**src/rtl/io_pkg.sv**
```systemverilog
// Shared constants for the switch-input block: register addresses and debounce defaults.
package io_pkg;

    localparam logic [1:0] ADDR_PORT0  = 2'd0;
    localparam logic [1:0] ADDR_PORT1  = 2'd1;
    localparam logic [1:0] ADDR_STATUS = 2'd2;

    // 10 ms at 50 MHz
    localparam int DEBOUNCE_CYCLES_DEF = 500000;
    localparam int CNT_W_DEF           = 20;

endpackage

```
**src/rtl/debounce_port.sv**
```systemverilog
// One switch port: two-flop synchroniser, candidate register, hold counter and stable value.
// accept is high for the single cycle in which stable is about to take the candidate.
module debounce_port
    import io_pkg::*;
#(
    parameter int WIDTH           = 4,
    parameter int DEBOUNCE_CYCLES = DEBOUNCE_CYCLES_DEF,
    parameter int CNT_W           = CNT_W_DEF
) (
    input  logic             mem_clk,
    input  logic             resetn,
    input  logic [WIDTH-1:0] raw,
    output logic [WIDTH-1:0] stable,
    output logic             accept
);

    localparam logic [CNT_W-1:0] CNT_LAST = CNT_W'(DEBOUNCE_CYCLES - 1);

    logic [WIDTH-1:0] sync_q1;
    logic [WIDTH-1:0] sync_q2;
    logic [WIDTH-1:0] cand;
    logic [CNT_W-1:0] cnt;

    always_comb begin
        accept = (sync_q2 == cand) && (cand != stable) && (cnt == CNT_LAST);
    end

    always_ff @(posedge mem_clk) begin
        if (!resetn) begin
            sync_q1 <= '0;
            sync_q2 <= '0;
            cand    <= '0;
            cnt     <= '0;
            stable  <= '0;
        end else begin
            sync_q1 <= raw;
            sync_q2 <= sync_q1;
            if (sync_q2 != cand) begin
                cand <= sync_q2;
                cnt  <= '0;
            end else if (cand != stable) begin
                if (accept) begin
                    stable <= cand;
                    cnt    <= '0;
                end else begin
                    cnt <= cnt + 1'b1;
                end
            end else begin
                cnt <= '0;
            end
        end
    end

endmodule

```
**src/rtl/io_input_debounce.sv**
```systemverilog
// Two debounced switch ports with sticky change flags and a registered read port
// for the data-memory I/O decode; reading the status register clears the flags.
module io_input_debounce
    import io_pkg::*;
#(
    parameter int WIDTH           = 4,
    parameter int DEBOUNCE_CYCLES = DEBOUNCE_CYCLES_DEF,
    parameter int CNT_W           = CNT_W_DEF
) (
    input  logic             mem_clk,
    input  logic             resetn,
    input  logic [WIDTH-1:0] raw_in0,
    input  logic [WIDTH-1:0] raw_in1,
    input  logic             rd_en,
    input  logic [1:0]       rd_addr,
    output logic [31:0]      rd_data,
    output logic [WIDTH-1:0] in_port0,
    output logic [WIDTH-1:0] in_port1,
    output logic [1:0]       chg
);

    logic [1:0]  accept;
    logic [1:0]  chg_clr;
    logic [31:0] rd_next;

    debounce_port #(
        .WIDTH           (WIDTH),
        .DEBOUNCE_CYCLES (DEBOUNCE_CYCLES),
        .CNT_W           (CNT_W)
    ) u_port0 (
        .mem_clk (mem_clk),
        .resetn  (resetn),
        .raw     (raw_in0),
        .stable  (in_port0),
        .accept  (accept[0])
    );

    debounce_port #(
        .WIDTH           (WIDTH),
        .DEBOUNCE_CYCLES (DEBOUNCE_CYCLES),
        .CNT_W           (CNT_W)
    ) u_port1 (
        .mem_clk (mem_clk),
        .resetn  (resetn),
        .raw     (raw_in1),
        .stable  (in_port1),
        .accept  (accept[1])
    );

    always_comb begin
        rd_next = 32'h0;
        case (rd_addr)
            ADDR_PORT0:  rd_next = 32'(in_port0);
            ADDR_PORT1:  rd_next = 32'(in_port1);
            ADDR_STATUS: rd_next = 32'(chg);
            default:     rd_next = 32'h0;
        endcase
    end

    assign chg_clr = {2{rd_en && (rd_addr == ADDR_STATUS)}};

    // A new acceptance on the clearing edge must not be lost, so set beats clear.
    always_ff @(posedge mem_clk) begin
        if (!resetn) begin
            chg     <= '0;
            rd_data <= '0;
        end else begin
            chg <= (chg & ~chg_clr) | accept;
            if (rd_en) begin
                rd_data <= rd_next;
            end
        end
    end

endmodule

```
**config.mk**
```make
export PLATFORM = sky130hd
export DESIGN_NAME = io_input_debounce
export DESIGN_NICKNAME = d
export VERILOG_FILES = /design/src/rtl/io_pkg.sv /design/src/rtl/debounce_port.sv /design/src/rtl/io_input_debounce.sv
export SDC_FILE = /design/constraint.sdc
export NUM_CORES = 1
export LEC_CHECK = 0
export CORE_UTILIZATION = 50
export CTS_CLUSTER_DIAMETER = 40
export DETAILED_ROUTE_END_ITERATION = 6
export PLACE_DENSITY_LB_ADDON = 0.1
export SLEW_MARGIN = 20
export SYNTH_ARGS = -nofsm -noshare
export SYNTH_HDL_FRONTEND = slang
export SYNTH_SLANG_ARGS = --single-unit
```
**constraint.sdc**
```tcl
create_clock -name mem_clk -period 2.2 [get_ports mem_clk]
set_input_delay 0.44 -clock mem_clk [delete_from_list [all_inputs] [get_ports mem_clk]]
set_output_delay 0.44 -clock mem_clk [all_outputs]
set_load 0.005 [all_outputs]
```
==> reports/qor.csv <==
stage;metric;value;unit
cells_and_area;seqCellArea;1562;um2
power_and_ir_drop;pwr_density_cell;638.8;nW/um2
detailed_routing;finalWirelength;6578;um
floorplanning;die_w;86.35;um
placed_design;gp_congestion;0.8635;
detailed_routing;final_antenna_net_count;0;
power_and_ir_drop;power_frac_clock;40.3;%
cells_and_area;drive_above_1_share;8.831;%
timing;timing.final.crit_share;95.88;%
cells_and_area;fillers;633;
synthesis;synth.distinct_cells;41;
power_and_ir_drop;combinationalPowerShare;4.1;%
timing;period_minus_slack;2.109;ns
worst_setup_path;cp_max_fo;5;
detailed_routing;dr.pass1.iters;5;
floorplanning;initial_core_util;52.07;%
synthesis;synth_common_cells;78 x dfxtp_1, 29 x nand2_1, 29 x nor3_1, 28 x buf_4, 26 x and2_1;
run;drv_cap;0;
power_and_ir_drop;seqPwrFrac;55.6;%
cells_and_area;reg_top3;u_port0.cnt x20, u_port1.cnt x20;
floorplanning;row_count;30;
worst_setup_path;critPathMaxStageDelay;0.55;ns
placed_design;io_buffers;26;
clocking;cts-root-buf;clkbuf_8;
synthesis;ys.flop_type;dfxtp_1;
clocking;worst_skew_pair.late_latency;0.35;ns
global_route;grt_pass1_vias;2521;
worst_setup_path;cpMostUsedCell;or4_1;
synthesis;synth-xor-area-share;10.59;%
detailed_routing;avgRoutedWirePerCell;12.77;um
worst_setup_path;arrival;2.39;ns
cells_and_area;antenna-diode-count;0;
timing;max_freq;0.4741;GHz
synthesis;yosys_warnings;0;
synthesis;yosysTopAreaCell;dfxtp_1;
power_and_ir_drop;switchingPower;586.8;uW
synthesis;synth_adder_area_share;0.7035;%
detailed_routing;via_per_inst;5.161;
clocking;clk_pin_slew;0.08;ns
global_route;antenna_found_initial;0;
worst_setup_path;criticalPathCategory;reg -> reg;
placed_design;dp.cells;499;
global_route;grt_use_total;19.22;%
synthesis;avgSynthCellArea;9.288;um2
clocking;cts_hold_buffers;0;
synthesis;yosysTopAreaCellShare;43.90;%
synthesis;synth_compound_area_share;5.733;%
worst_setup_path;slowest_stage;or4_1;
detailed_routing;post-route-drc-count;0;
worst_setup_path;path_cells;or4_1, or4_1, and4bb_2, mux2i_1;
floorplanning;die_h;86.35;um
floorplanning;core;6832;um2
floorplanning;die-area;7455;um2
timing;finalSetupTns;0;ns
power_and_ir_drop;power.leakage;1.400;nW
synthesis;synthMuxAreaShare;3.377;%
cells_and_area;stdcell_count;515;
cells_and_area;syn_to_final_growth;14.25;%
cells_and_area;fin_nets;429;
placed_design;hpwlAfterDp;4625;um
clocking;cts_sinks;78;
global_route;grt_pass1_wl;11260;um
synthesis;synthSimpleGateAreaFrac;26.59;%
synthesis;synth_top_family_by_area;simple AND/OR/NAND/NOR gates;
synthesis;netlist_instances;383;
synthesis;netlist_area;3557;um2
min_path;hold_path_class;reg -> reg;
timing;hold_viol;0;
clocking;htree_num_levels;3;
worst_setup_path;required;2.48;ns
timing;finalClockSkew;0.009101;ns
global_route;overflow;0;
timing;finalSetupViolCount;0;
synthesis;synth_edf_count;0;
cells_and_area;multi_input_area;1784;um2
worst_setup_path;cp-start-kind;register;
synthesis;synthMostInstantiatedCell;dfxtp_1;
synthesis;synth.area.top_cells;dfxtp_1 44%, buf_4 5.9%, xnor2_1 5.4%;
power_and_ir_drop;intPower;2.009;mW
timing;slew_viol_final;0;
timing;rsz0062_at_grt;false;
synthesis;async_flop_share;0;%
detailed_routing;num_vias;2658;
synthesis;seq_area_frac_synth;43.90;%
run_status;status;finished clean;
clocking;cts-buffers-inserted;9;
global_route;grt_max_degree;27;
synthesis;synth_seq_cells;78;
power_and_ir_drop;p_sw_share;22.60;%
floorplanning;ios;55;
worst_setup_path;endpoint_kind;register;
power_and_ir_drop;peakVddDrop;0.4470;mV
clocking;cts_buffer_depth;2;
clocking;cts_tree;done;
detailed_routing;drtIter0Drc;83;
-- kinds of logic after synthesis --
kind of cell,after synthesis
buf+inv,54
other cells,1
flops,78
compound gates,28
xor+xnor,43
fa+ha+maj,2
simple gates,165
mux,12
-- layout by cell type, fill, tap and decap left out, types with 2 or more instances in the layout --
master / synthesis / routed
or4_1: 8 / 8
clkinvlp_4: 0 / 2
and3_1: 2 / 2
nand3_1: 15 / 15
or3_1: 7 / 6
xor2_1: 21 / 21
clkbuf_8: 0 / 9
and2_1: 26 / 26
mux2i_1: 12 / 12
xnor2_1: 22 / 22
o211a_1: 2 / 2
a211oi_1: 9 / 9
or4b_2: 2 / 2
o21ai_0: 4 / 4
dfxtp_1: 78 / 78
nor4_1: 9 / 9
a21boi_0: 2 / 2
nor2_1: 7 / 7
o31ai_1: 4 / 4
nor3b_1: 2 / 2
inv_1: 6 / 6
and4_1: 4 / 4
nor3_1: 29 / 29
clkbuf_1: 15 / 2
o21a_1: 2 / 2
buf_4: 28 / 14
o211ai_1: 2 / 2
conb_1: 1 / 28
nand4_1: 18 / 18
nand2_1: 29 / 29
o22ai_1: 2 / 2
clkdlybuf4s50_1: 0 / 26
-- layout make-up --
| type | count | area share (%) |
|---|---|---|
| clock buffer | 11 | 3.233 |
| clock inverter | 5 | 1.447 |
| inverter | 6 | 0.5542 |
| multi-input combinational | 278 | 43.90 |
| sequential | 78 | 38.42 |
| tap | 96 | 2.956 |
| timing repair buffer | 41 | 9.483 |
-- per-layer routing --
| layer | global-route usage, % | routed length, um | vias to the layer above | part of all wire (%) |
|---|---|---|---|---|
| li1 | - | - | 1351 | - |
| met5 | 0 | 0 | - | 0 |
| met1 | 23.97 | 3120 | 1236 | 47 |
| met2 | 31.39 | 3098 | 59 | 47 |
| met4 | 6.364 | 116 | 0 | 1.8 |
| met3 | 6.286 | 243 | 12 | 3.7 |
-- what timing repair did --
| action | in CTS | in global routing |
|---|---|---|
| endpoints found under the hold margin | 0 | 0 |
| setup endpoints to repair | 0 | 6 |
| resized for setup | 0 | 3 |
| setup buffers | 0 | 0 |
-- critical path: cells and delay by family (launching register included) --
kind          cells  cell delay [ns]
simple gates      3             1.47
mux               1             0.21
flops             1             0.36
-- final timing paths --
kind	start	endpoint	slack [ns]	cells after the start
setup / recovery	u_port1.cnt[11]	u_port1.stable[3]	0.09	4
setup reg to reg	u_port1.cnt[11]	u_port1.stable[3]	0.09	4
hold reg to reg	u_port0.sync_q1[0]	u_port0.sync_q2[0]	0.44	1
hold / removal	u_port0.sync_q1[0]	u_port0.sync_q2[0]	0.44	1
-- per-stage QoR --
| stage | total power [mW] | setup slack, ns | cell area (um2) | hold slack [ns] | util [%] |
|---|---|---|---|---|---|
| 6_report | 2.596 | 0.09071 | 4064 | 0.4385 | 59.49 |
| 3_3_place_gp | 1.581 | 0.1272 | 3866 | 0.4162 | 56.59 |
| 3_5_place_dp | 1.582 | 0.06257 | 3866 | 0.4227 | 56.59 |
| 2_1_floorplan | 1.575 | 0.2369 | 3659 | 0.4119 | - |
| 4_1_cts | 2.629 | 0.05082 | 4056 | 0.4395 | 59.38 |
| 5_1_grt | 2.713 | 0.005780 | 4064 | 0.4665 | 59.49 |
-- power groups by stage --
stage / logic [mW] / clock network, mW / registers (mW)
after CTS: 0.106 / 1.08 / 1.44
after floorplan: 0.101 / 0 / 1.47
after detailed placement: 0.105 / 0 / 1.48
after global routing: 0.120 / 1.15 / 1.45
after global placement: 0.104 / 0 / 1.48
final: 0.105 / 1.05 / 1.44
Power figures use the tool's default switching activity.
